[src/rtl/alu_issuer.sv]
// rtl/alu_issuer.sv - sequential initiator that drives a combinational alu and returns its result
module alu_issuer #(
    parameter int N      = 32,
    parameter int SETTLE = 1
) (
    input  logic         clk,
    input  logic         rst_n,
    input  logic         req_valid,
    output logic         req_ready,
    input  logic [N-1:0] req_a,
    input  logic [N-1:0] req_b,
    input  logic [2:0]   req_ctrl,
    output logic [N-1:0] alu_a,
    output logic [N-1:0] alu_b,
    output logic [2:0]   alu_ctrl,
    input  logic [N-1:0] alu_r,
    input  logic         alu_zero,
    output logic         rsp_valid,
    input  logic         rsp_ready,
    output logic [N-1:0] rsp_r,
    output logic         rsp_zero,
    output logic         rsp_illegal
);

    localparam logic [3:0] CNT_INIT = 4'(SETTLE - 1);

    typedef enum logic [1:0] {
        IDLE  = 2'd0,
        DRIVE = 2'd1,
        RESP  = 2'd2
    } state_t;

    state_t     state;
    logic [3:0] cnt;
    logic       ill_op;

    assign ill_op = (alu_ctrl == 3'b011) | (alu_ctrl == 3'b100) | (alu_ctrl == 3'b101);

    // Ready depends on rsp_ready only, so a waiting request never forms a loop with req_valid.
    assign req_ready = (state == IDLE) | ((state == RESP) & rsp_ready);

    always_ff @(posedge clk or negedge rst_n) begin
        if (!rst_n) begin
            state       <= IDLE;
            cnt         <= 4'd0;
            alu_a       <= '0;
            alu_b       <= '0;
            alu_ctrl    <= 3'b000;
            rsp_valid   <= 1'b0;
            rsp_r       <= '0;
            rsp_zero    <= 1'b0;
            rsp_illegal <= 1'b0;
        end else begin
            case (state)
                IDLE: begin
                    if (req_valid) begin
                        alu_a    <= req_a;
                        alu_b    <= req_b;
                        alu_ctrl <= req_ctrl;
                        cnt      <= CNT_INIT;
                        state    <= DRIVE;
                    end
                end
                DRIVE: begin
                    if (cnt == 4'd0) begin
                        rsp_r       <= alu_r;
                        rsp_zero    <= alu_zero;
                        rsp_illegal <= ill_op;
                        rsp_valid   <= 1'b1;
                        state       <= RESP;
                    end else begin
                        cnt <= cnt - 4'd1;
                    end
                end
                RESP: begin
                    if (rsp_ready) begin
                        rsp_valid <= 1'b0;
                        if (req_valid) begin
                            alu_a    <= req_a;
                            alu_b    <= req_b;
                            alu_ctrl <= req_ctrl;
                            cnt      <= CNT_INIT;
                            state    <= DRIVE;
                        end else begin
                            state <= IDLE;
                        end
                    end
                end
                default: state <= IDLE;
            endcase
        end
    end

endmodule

[config.mk]
export PLATFORM = sky130hd
export DESIGN_NAME = alu_issuer
export DESIGN_NICKNAME = d
export VERILOG_FILES = /design/src/rtl/alu_issuer.sv
export SDC_FILE = /design/constraint.sdc
export NUM_CORES = 1
export LEC_CHECK = 0
export ABC_CLOCK_PERIOD_IN_PS = 4400
export BUFFER_PORTS_ARGS = -buffer_cell sky130_fd_sc_hd__buf_2
export CAP_MARGIN = 25
export CORE_AREA = 2 2 169 88
export CTS_CLUSTER_SIZE = 25
export DETAILED_ROUTE_END_ITERATION = 8
export DIE_AREA = 0 0 171 90
export GPL_TIMING_DRIVEN = 0
export PLACE_DENSITY = 0.69
export RECOVER_POWER = 100
export SLEW_MARGIN = 10
export SYNTH_ARGS = -nofsm -noshare
export SYNTH_HDL_FRONTEND = slang
export SYNTH_SLANG_ARGS = --single-unit
[constraint.sdc]
create_clock -name clk -period 4.4 [get_ports clk]
set_clock_uncertainty 0.1 [all_clocks]
set_input_delay 0.22 -clock clk [delete_from_list [all_inputs] [get_ports clk]]
set_output_delay 0.22 -clock clk [all_outputs]
set_load 0.01 [all_outputs]
==> results of run 1 <==
==> worst max-delay path, stage by stage (launching register included) <==
cell and delay (ns):
dfrtp_1 0.39, inv_1 0.12, ha_1 0.20, nor3b_1 0.60
nand2_1 0.46, clkbuf_1 0.40, mux2_1 0.41
==> metrics by stage <==
stage / instance area, um2 / hold slack, ns / worst slack [ns] / cells
6_report: 6510 / -0.00744 / 1.59 / 765
5_1_grt: 6510 / -0.0137 / 1.36 / 765
4_1_cts: 6840 / 0.000488 / 2.37 / 759
3_5_place_dp: 5720 / 0.0999 / 2.39 / 662
3_3_place_gp: 5680 / 0.351 / 1.87 / 661
2_1_floorplan: 4410 / -0.176 / 2.66 / 257
==> state kept, by name (all words and copies together) (netlist names) <==
name	flops
alu_a	32
alu_ctrl	3
rsp_valid	1
alu_b	32
state	2
rsp_r	32
cnt	4
rsp_illegal	1
rsp_zero	1
==> power by group through the flow <==
| stage | Clock, mW | Sequential, mW | Combinational (mW) |
|---|---|---|---|
| global route | 0.913 | 1.86 | 1.83 |
| detailed placement | 0 | 1.80 | 2.05 |
| CTS | 0.877 | 1.80 | 2.10 |
| finish | 0.839 | 1.80 | 1.67 |
| floorplan | 0 | 2.02 | 1.07 |
| global placement | 0 | 1.78 | 2.01 |
==> cell usage after synthesis (3+ instances only) <==
cell type	count	area [um2]
nand2b_1	3	18.8
buf_2	3	15.0
mux2_4	53	796
nor2_1	4	15.0
inv_1	5	18.8
buf_6	7	78.8
mux2_2	48	541
dfrtp_1	108	2700
mux2i_1	3	30.0
a21oi_1	4	20.0
==> kinds of logic (layout without fill, tap and decap cells) <==
logic type      count (synthesis)  in the layout
compound gates                 10             10
fa+ha+maj                       2              2
buf+inv                        15            324
flops                         108            108
mux                           104            104
other cells                     0              1
simple gates                   18             18
==> layer usage <==
| metal | up-vias | share of wire (%) |
|---|---|---|
| met5 | - | 0 |
| met3 | 14 | 7.5 |
| met2 | 141 | 45 |
| met1 | 1551 | 47 |
| li1 | 1512 | - |
| met4 | 0 | 1.0 |
==> layout make-up <==
type                            count  area share, %
Multi-Input combinational cell    134           21.1
Sequential cell                   108           41.5
Timing Repair Buffer              293           27.6
Tap cell                          198           3.81
Antenna cell                        1         0.0384
Buffer                             10          0.923
Inverter                            5          0.288
Clock buffer                        9           3.46
Clock inverter                      7           1.25
==> worst max-delay path by stage <==
stage / from / endpoint / slack [ns] / depth (start not counted)
2_1_floorplan: cnt[1] / rsp_illegal / 2.66 / 6
3_3_place_gp: rst_n / alu_a[28] / 1.87 / 1
3_5_place_dp: cnt[1] / rsp_r[29] / 2.39 / 6
4_1_cts: cnt[0] / rsp_r[29] / 2.37 / 6
5_1_grt: cnt[0] / rsp_r[26] / 1.36 / 6
6_report: cnt[1] / rsp_r[26] / 1.59 / 6
==> repair_timing <==
item / CTS / global route
buffers inserted: 0 / 0
endpoints found under the setup margin: 0 / 0
endpoints found under the hold margin: 131 / 5
hold buffers: 81 / 5
==> run summary, run 1 <==
The sequential group share of total power came out at 41.8%. The required time reported for the critical path endpoint came out at roughly 4.5 ns. The number of I/O pins came out at a little over 200. The setup path with the least slack is of type reg -> reg. The share of flip-flops with an asynchronous set or reset came out at between 90% and 100%. The synthesized cell area came out at 0.00441 mm2. The overall routed net length is 11,200 um. In this run the tightest slew margin relative to its limit is 53.7%. The area of the multi-input gates came out at 0.00137 mm2. The share of post-route cells with drive strength above 1 is 31.4%. The detailed placer's ending HPWL is 7640 um. The number of vias in the routed layout came out at 3,218. The register cell area after layout is approximately 0.0027 mm2. The via count of the first global-routing pass is 3,334. The synthesized instance count came out at 257. The ratio of total power to cell area came out at 661 mW/mm2. Leaving out fill and tap cells, the most frequent cells in the layout are 109 x clkbuf_1, 108 x dfrtp_1, 103 x buf_2. The type of the worst min-delay path is in -> reg. The worst register-to-register path begins at cnt[1].

The post-synthesis net count came out at about 360. For the worst-skew pair, the clock arrives at the later sink with an insertion delay of between 0.3 and 0.4 ns. The signed area change from the synthesized netlist to the final layout came out at 47.7%. The maximum resistive drop on vdd is 0.000299 V. The sum of negative setup slack is 0 ns. For this block, the initial DRC count from the detailed router was 87.

Setup repair after global routing left no endpoint under its margin. The checks that failed: negative hold slack. Dividing the detail-routed via count by the number of cells gives 4.21. The number of fill cells is 1,333. The xor and xnor fraction of the mapped netlist area is 0%. The number of cells on the worst reg-to-reg path is 6. The number of different library cells used by synthesis comes to 24. The adder-cell area share of the yosys netlist is 0.568%. The floorplan has 31 rows.

The area of the core is 0.0140 mm2. Cell internal power was estimated by the tool at roughly 2.8 mW. STA classifies the critical path endpoint as a register. The run finished, with violations left. The maximum fanout along the worst path came out at 10. Setup violations remaining at the end of the flow were counted as 0.

In this run the critical register-to-register path is captured at rsp_r[26]. After clock tree synthesis, the clock-pin slew on the worst setup and hold paths is around 0.070 ns. Global routing used 23.9% of the available met2 tracks.

After synthesis, the share of cell area in mux cells is 31.0%. The static leakage came out at 2.87 nW. The switching part of the total power came out at between 30% and 40%.

The worst hold path begins at rsp_ready. The switching power is 1.54 mW. For this run, the share of the core covered by cells in the final layout is approximately 46%.

In this run the remaining antenna-violating nets after routing total 0. Once the floorplan was initialized, standard cells occupied 31.4% of the core. The post-cts repair resize count is 0. The global routing usage summed across all routing layers came out at 14.8%.

The first TritonRoute pass finished after 4 iterations. The transition time of the tightest slew-check pin came out at approximately 0.7 ns. Leaving out fill and tap cells, the most frequent cell in the layout is clkbuf_1.

The hold slack came out at -0.00744 ns. For this run, global-route usage on met1 was measured as approximately a fifth. The proportion of power drawn by the clock network came out at 19.5%.

The synthesized area divided by synthesized cell count came out at ~17 um2. The data arrival time at the worst-slack endpoint is 2.93 ns. The path with the worst hold slack has its endpoint at state[1]. The horizontal die dimension is around 170 um. The highest clock frequency the design can meet came out at 356 MHz.

The design draws ~4.3 mW. The met3 usage is 4.98%. The clock tree synthesis step divided the H-tree into 3 levels. The global placement routability congestion came out at between 0.7 and 0.8. The max-capacitance violation count is 0. The number of warnings reported in the yosys synthesis log came out at 0.

The sequential element share of the synthesized area came out at about three fifths. The cell count of the worst hold path is 2. In this run the vertical extent of the chip is 90 um. Summing the areas of all compound-gate instances in the mapped netlist gives 1.42% of the synthesized area.

TritonCTS built the clock tree. The clock passes through at most 2 buffers. The total count of max-transition violations in the final report was 0.

The count of flip-flops with a built-in enable after synthesis is 0. The layer flagged by global routing as most heavily used is met2. After synthesis, the largest family of logic cells by area is multiplexers. The number of antenna violations at the first check in global routing came out at 1.

The clock net sink count is 108. Among all flip-flop cells after synthesis, the most frequent one is dfrtp_1. The combinational share of power is between 30% and 40%. The register-to-register path setup slack came out at 1.59 ns. The remaining routing DRC violations came out at 0. The total overflow reported by the global router is 0. TritonCTS created 9 clock buffers. The count of nets after finishing came out at between 600 and 700.

The global-route wire length before repair is 17,500 um. The simple-gate portion of the synthesized area came out at 3.10%. The share of the cycle needed by the critical path after routing is a little under two thirds. The largest net degree at the start of global routing is 58. The nature of the critical path startpoint is a register.

Input and output buffers added on the ports amount to 206. The number of endpoints with negative hold slack in the final report is 1. The tree is rooted in a clkbuf_16. The final critical-path required period is 2.81 ns. Dividing the detail-routed wire length by the instance count gives about 15 um. The area of the die came out at between 0.015 and 0.02 mm2. The number of synthesized register bits came out at between 100 and 150.
(Power assumes the default switching activity.)
==> run 2: changes to the inputs <==
Settings changed: ABC_CLOCK_PERIOD_IN_PS 4400 to 2700.
Clock period 4.4 ns to 2.7 ns, I/O delays scaled along.
==> run 2 against run 1 <==
  * The flow now finishes without violations
  * Via count grew 2.4%
  * Clock power grew 63%
  * Worst hold slack gained 0.041 ns
  * Maximum frequency grew 23%
  * Global-route usage grew 0.77 points
  * Setup slack lost 1.2 ns
  * Combinational power grew 80%
  * Cell count grew 2.1%
  * Utilization grew 2.1 points
  * Power grew 70%
  * Critical path type unchanged
==> run summary, run 2 (synthesis gave the netlist of run 1 again) <==
The flow ran to the end, and the final reports show no timing, DRC or antenna violations. The headroom to the max-slew limit came out at 10.5% (-43 points). Relative to the synthesized area, the layout overhead comes to 54.6%. The pre-CTS worst setup slack was 0.692 ns (-1.70 ns). The busiest layer in global routing is met2. The iteration-0 DRC count of the detailed router came out at 79 (-9.2%). The clock net sink count came to 108 (unchanged). The overall die height was 90 um (unchanged).

The register-to-register path setup slack came out at 0.41 ns (-1.18 ns). The total number of cells along the worst setup path came out at 6 (unchanged). The detailed placer's ending HPWL came out at 7640 um (unchanged). The ratio of total power to cell area came out at 1080 mW/mm2 (+63%). The final non-filler cell area came out at 0.00681 mm2 (+4.6%). The commonest non-fill, non-tap cell in the layout is dfrtp_1.

The transition time of the tightest slew-check pin came to 1.34 ns (+0.650 ns). In the layout the commonest cells are 108 x dfrtp_1, 106 x buf_2, 102 x dlygate4sd3_1, 102 x clkbuf_1, 48 x mux2_2. The max-capacitance violation count was 0 (unchanged).

In this run the clock root is driven by a clkbuf_16. The total count of max-transition violations in the final report is 0 (unchanged). The antenna violation net count after detailed routing is 0 (unchanged). The peak per-stage delay on the critical path came out at 0.40 ns (-0.20 ns). The number of detailed-route iterations in the first pass came to 4 (unchanged). The area of the core came to 0.0140 mm2 (unchanged). The global placement routability congestion is 0.786 (unchanged). The number of cells on the worst reg-to-reg path is 6 (unchanged). The global routing usage on met2 is 25.7% (+1.8 points).

The static leakage is 3.05 nW (+6.5%). The starting utilization of the core area came to 31.4% (unchanged). The number of placed instances with taps included came to 662 (unchanged). The post-detailed-placement cell area came out at 0.00572 mm2 (unchanged). The number of antenna violations at the first check in global routing was 1 (unchanged).

The maximum fanout along the worst path came out at 10 (unchanged). The clock buffer count from CTS was 9 (unchanged). The largest registers in the layout are alu_a x32, alu_b x32, rsp_r x32. The number of vias in the routed layout came to 3,296 (+2.4%). The sum of negative setup slack came out at 0 ns (unchanged).

The critical path goes through inv_1 > ha_1 > nor3b_4 > nand2_1 > buf_6 > mux2_1. The global routing usage summed across all routing layers came out at 15.5% (+0.77 points). The share of the cycle needed by the critical path after routing is 84.7% (+21 points). The post-CTS setup buffer count is 0 (unchanged). The overall routed net length is 11,800 um (+5.5%). The highest clock frequency the design can meet is 437 MHz (+23%).

The share of the core filled with cells came out at 48.5% (+2.1 points). The worst register-to-register path ends at rsp_r[2]. The cell family with the largest share of critical-path delay is simple AND/OR/NAND/NOR gates.

The count of non-filler cells in the finished layout is 781 (+2.1%). The final number of setup-violating endpoints came out at 0 (unchanged). By startpoint and endpoint, the worst setup path is classified as reg -> reg.

Tracing the worst setup path back leads to its startpoint at cnt[0]. The met3 usage came out at 5.37% (+0.40 points). The share of post-route cells with drive strength above 1 came out at 36.6% (+5.1 points). In this run the critical register-to-register path is launched from cnt[0]. The largest buffer count on any clock path came out at 2 (unchanged). The number of buffer and inverter stages on the critical path came out at 2 (unchanged).

The global-route wire length before repair is 18,400 um (+4.8%). The clock tree from TritonCTS is done. The largest net degree at the start of global routing is 58 (unchanged).

The horizontal die dimension is 171 um (unchanged). The H-tree level count was 3 (unchanged). The count of nets after finishing came out at 683 (+2.4%). In this run the worst setup path terminates at rsp_r[2].

The number of endpoints with negative hold slack in the final report was 0 (-1). The slack of the critical path came to 0.413 ns (-1.18 ns). The number of I/O port buffers is 206 (unchanged).

The data arrival time at the worst-slack endpoint is 2.41 ns (-0.52 ns). The number of standard-cell rows in the floorplan came out at 31 (unchanged). The final critical-path required period came to 2.29 ns (-0.521 ns). The type of the worst min-delay path is in -> reg. The number of I/O pins came out at 207 (unchanged). The required time reported for the critical path endpoint came to 2.82 ns (-1.70 ns).

The kind of capture point of the worst setup path is a register. The number of fill cells is 1,281 (-3.9%). The remaining routing DRC violations came out at 0 (unchanged).

The via-per-instance ratio came out at 4.22 (+0.33%). The total overflow reported by the global router came out at 0 (unchanged). The routing usage on met1 is 19.6% (+0.51 points). Setup repair after global routing left no endpoint under its margin. The clock-pin transition on the worst setup and hold timing paths was 0.08 ns (about the same). The area of the die came to 0.0154 mm2 (unchanged). The worst setup path is launched from a register. The maximum resistive drop on vdd came out at 0.000494 V (+66%). The via count of the first global-routing pass is 3,476 (+4.3%). For this design, the slowest cell found on the critical path is dfrtp_1. The average detailed-routed wire length per instance is 15.1 um (+3.3%).

The clock network latency to the later pin of the worst-skew pair is 0.34 ns (about the same).
## run 2: timing repair
item	4_1_cts	5_1_grt
gates resized for setup	0	0
endpoints found under the hold margin	152	0
hold buffers	102	0
endpoints found under the setup margin	0	0
## run 2: cell type report
| class | instances | area (um2) | share of cell area (%) |
|---|---|---|---|
| clock buffer | 9 | 225 | 3.31 |
| clock inverter | 7 | 81.3 | 1.19 |
| buffer | 10 | 93.8 | 1.38 |
| tap | 198 | 248 | 3.64 |
| timing repair buffer | 309 | 1950 | 28.7 |
| antenna | 1 | 2.50 | 0.0368 |
| inverter | 5 | 18.8 | 0.276 |
| multi-input combinational | 134 | 1490 | 21.8 |
| sequential | 108 | 2700 | 39.7 |
## run 2: through the flow
step	hold slack (ns)	power, mW
3_5_place_dp	0.0149	6.28
2_1_floorplan	-0.261	5.02
4_1_cts	0.0204	7.81
5_1_grt	0.0424	7.82
6_report	0.0340	7.34
3_3_place_gp	0.266	6.18
## run 2: worst register-to-register path, delay by kind of cell (launching register included)
| family | cells | cell delay, ns |
|---|---|---|
| flip-flops | 1 | 0.40 |
| buffers and inverters | 2 | 0.39 |
| multiplexers | 1 | 0.34 |
| adder cells (fa/ha/maj) | 1 | 0.21 |
| AND/OR/NAND/NOR | 2 | 0.72 |
## run 2: report_power, final
part	switching (mW)	total, mW	internal, mW
clock network	0.634	1.37	0.735
registers	0.504	2.95	2.45
logic	1.44	3.01	1.57
## run 2: worst min path at each step
| stage | slack [ns] | end | start | depth (start not counted) |
|---|---|---|---|---|
| after floorplan | -0.26 | alu_a[0] | rst_n | 0 |
| after global placement | 0.27 | rsp_r[20] | alu_r[20] | 2 |
| final | 0.03 | state[0] | req_valid | 3 |
| after detailed placement | 0.01 | alu_b[24] | rst_n | 1 |
| after global routing | 0.04 | state[0] | req_valid | 3 |
| after CTS | 0.02 | state[0] | req_valid | 3 |
## run 2: layer usage
layer / wire (um) / up-vias
li1: - / 1545
met1: 5410 / 1598
met2: 5410 / 143
met3: 909 / 10
met4: 89 / 0
met5: 0 / -
==> run 3: changes to the inputs <==
Settings changed: ABC_CLOCK_PERIOD_IN_PS 2700 to 2100, PLACE_DENSITY 0.69 to 0.71.
Clock period 2.7 ns to 2.1 ns, I/O delays scaled along.
==> run 3 against run 2 <==
  * Die area stayed put
  * Power is 29% higher
  * Cell area is 0.13% lower
  * Routed wire length is 3.0% lower
  * Maximum frequency is 15% higher
==> run summary, run 3 (synthesis gave the netlist of run 1 again) <==
The clock buffer count from CTS came out at 9 (unchanged). For this design, the slowest cell found on the critical path is dfrtp_1. The slack of the critical path is 0.106 ns (-0.307 ns). The share of the cycle needed by the critical path after routing is 95.0% (+10 points).

The area of the core is 0.0140 mm2 (unchanged). The cell sitting at the root of the clock tree is a clkbuf_16. The antenna violation net count after detailed routing is 0 (unchanged). The clock tree from TritonCTS is done. The flow ran to the end, and the final reports show no timing, DRC or antenna violations. The number of detailed-route iterations in the first pass came out at 4 (unchanged).

The signal on the critical path passes through nor2b_1 > nor3b_4 > buf_6 > clkbuf_4 > mux2_1. The post-cts repair resize count is 0 (unchanged). The overall routed net length came to 11,500 um (-3.0%). The global-route wire length before repair is 17,900 um (-2.4%). Tracing the worst setup path back leads to its startpoint at state[1].

The reg-to-reg endpoint is alu_b[17]. The number of standard-cell rows in the floorplan is 31 (unchanged). The ratio of total power to cell area is 1390 mW/mm2 (+29%). The clock net sink count came out at 108 (unchanged). The number of I/O port buffers is 206 (unchanged). The library cell used most frequently in the layout, excluding fill and tap cells, is dfrtp_1. The maximum resistive drop on vdd came to 0.000694 V (+40%). The transition time of the tightest slew-check pin came out at 1.01 ns (-0.332 ns). The number of buffer and inverter stages on the critical path is 2 (unchanged).

The horizontal die dimension came out at 171 um (unchanged). The required time reported for the critical path endpoint is 2.22 ns (-0.60 ns). The number of endpoints with negative hold slack in the final report is 0 (unchanged).

The detailed placer's ending HPWL was 7420 um (-2.9%). The sequential group share of total power is 40.3% (about the same). The critical path in this run is classified as reg -> reg. The H-tree level count came to 3 (unchanged). The proportion of power drawn by the clock network is 18.9% (+0.2 points). The final critical-path required period came out at 1.99 ns (-0.293 ns).

STA classifies the critical path endpoint as a register. The iteration-0 DRC count of the detailed router came out at 104 (+32%). The total number of cells along the worst setup path came out at 5 (-1). The total overflow reported by the global router came to 0 (unchanged).

The clock network latency to the later pin of the worst-skew pair is 0.34 ns (about the same). The via-per-instance ratio is 4.22 (about the same). The number of fill cells came out at 1,286 (+0.39%). The maximum fanout along the worst path came out at 10 (unchanged). The number of antenna violations at the first check in global routing came out at 0 (-1). Grouping stages by cell kind, the critical path spends the most delay in simple AND/OR/NAND/NOR gates. The average detailed-routed wire length per instance was 14.7 um (-2.9%). The worst register-to-register path begins at state[1]. Leaving out fill and tap cells, the most frequent cells in the layout are 108 x dfrtp_1, 103 x buf_2, 103 x clkbuf_1. The largest registers in the layout are alu_a x32, alu_b x32, rsp_r x32. The area of the multi-input gates is 0.00148 mm2 (-0.50%). The number of I/O pins is 207 (unchanged). The count of non-filler cells in the finished layout is 780 (-0.13%). The highest clock frequency the design can meet is 501 MHz (+15%). The global placement routability congestion is 0.766 (-2.6%). The count of nets after finishing is 683 (unchanged).

STA classifies the critical path startpoint as a register. The combinational share of power came out at 40.8% (-0.3 points). The final number of setup-violating endpoints is 0 (unchanged). The data arrival time at the worst-slack endpoint is 2.12 ns (-0.29 ns). The type of the worst min-delay path is in -> reg. The largest net degree at the start of global routing came out at 93 (+60%).

The total count of max-transition violations in the final report came to 0 (unchanged). Following the worst setup path forward leads to its endpoint at alu_b[17]. The internal portion of total power came to 6.15 mW (+29%). The largest buffer count on any clock path was 2 (unchanged).

The clock-pin transition on the worst setup and hold timing paths is 0.07 ns (about the same). The static leakage is 3.08 nW (+0.85%). The global routing usage summed across all routing layers is 14.9% (-0.68 points). The peak per-stage delay on the critical path is 0.43 ns (+0.03 ns). The register cell area after layout is 0.00270 mm2 (unchanged). The area of the die came out at 0.0154 mm2 (unchanged).

The headroom to the max-slew limit came to 32.6% (+22 points). The share of the core filled with cells came out at 48.4% (-0.062 points). The register-to-register path setup slack is 0.11 ns (-0.31 ns). The final non-filler cell area is 0.00680 mm2 (-0.13%). The max-capacitance violation count came out at 0 (unchanged). The number of vias in the routed layout came out at 3,291 (-0.15%). The share of post-route cells with drive strength above 1 is 35.2% (-1.4 points). The signed area change from the synthesized netlist to the final layout is 54.4%. The remaining routing DRC violations came out at 0 (unchanged). The starting utilization of the core area was 31.4% (unchanged). Setup repair after global routing left no endpoint under its margin. The number of placed instances with taps included is 662 (unchanged). The switching part of the total power is 35.0% (-0.24 points).

The count of inserted antenna diode cells was 0 (-1). The pre-CTS worst setup slack came out at 0.143 ns (-0.549 ns). The switching power came out at 3.30 mW (+28%). The number of cells on the worst reg-to-reg path is 5 (-1). The overall die height came out at 90 um (unchanged).

The via count of the first global-routing pass is 3,525 (+1.4%). The post-detailed-placement cell area came to 0.00572 mm2 (unchanged).
-- run 3: cell count changes in the layout (fill, tap and decap cells not counted), moves of 2 or more --
cell | previous run | this run
mux2_1 | 21 | 30
mux2_4 | 32 | 25
buf_2 | 106 | 103
buf_6 | 7 | 4
clkbuf_4 | 0 | 3
clkbuf_2 | 1 | 3
clkbuf_8 | 0 | 2
clkinv_4 | 0 | 2
clkinvlp_4 | 2 | 0
mux2_2 | 48 | 46
-- run 3: cell type report --
cell class / instances / share of cell area, %
flip-flops and latches: 108 / 39.7
repair buffers: 309 / 28.7
multi-input cells: 134 / 21.7
clock buffers: 11 / 3.72
well taps: 198 / 3.64
plain buffers: 10 / 1.21
clock inverters: 5 / 0.994
inverters: 5 / 0.276
-- run 3: what timing repair did --
action,in CTS,in global routing
hold endpoints to repair,209,0
buffers inserted,0,0
hold buffers,102,0
-- run 3: how the worst min path moves through the flow --
stage | from | to | slack (ns) | cells past startpoint
after floorplan | rst_n | alu_a[0] | -0.29 | 0
after global placement | req_b[29] | alu_b[29] | 0.24 | 2
after detailed placement | rst_n | rsp_r[9] | -0.15 | 1
after CTS | req_valid | state[0] | 0.001 | 3
after global routing | req_valid | state[0] | 0.03 | 3
final | req_valid | state[0] | 0.03 | 3
-- run 3: routing by layer --
layer	part of all wire (%)	track usage, %	up-vias
met2	47	25.0	128
li1	-	-	1535
met1	46	18.9	1618
met3	6.6	4.67	10
met5	0	0	-
met4	0.88	3.04	0
-- run 3: worst register-to-register path: stages, from the launching register on --
cell and delay (ns):
dfrtp_1 0.43, nor2b_1 0.19, nor3b_4 0.31, buf_6 0.23, clkbuf_4 0.27, mux2_1 0.36
-- run 3: stage by stage --
step | hold WS, ns | setup TNS, ns | power [mW]
floorplan | -0.291 | 0 | 6.46
detailed placement | -0.151 | 0 | 8.09
finish | 0.0267 | 0 | 9.45
CTS | 0.00132 | 0 | 10.1
global placement | 0.236 | -32.66 | 7.93
global route | 0.0308 | 0 | 10.0
-- run 3: power groups by stage --
stage / combinational (mW) / sequential, mW / clock, mW
after floorplan: 2.23 / 4.22 / 0
after CTS: 4.46 / 3.77 / 1.86
after detailed placement: 4.31 / 3.78 / 0
after global placement: 4.20 / 3.74 / 0
after global routing: 4.16 / 3.94 / 1.93
final: 3.85 / 3.81 / 1.79
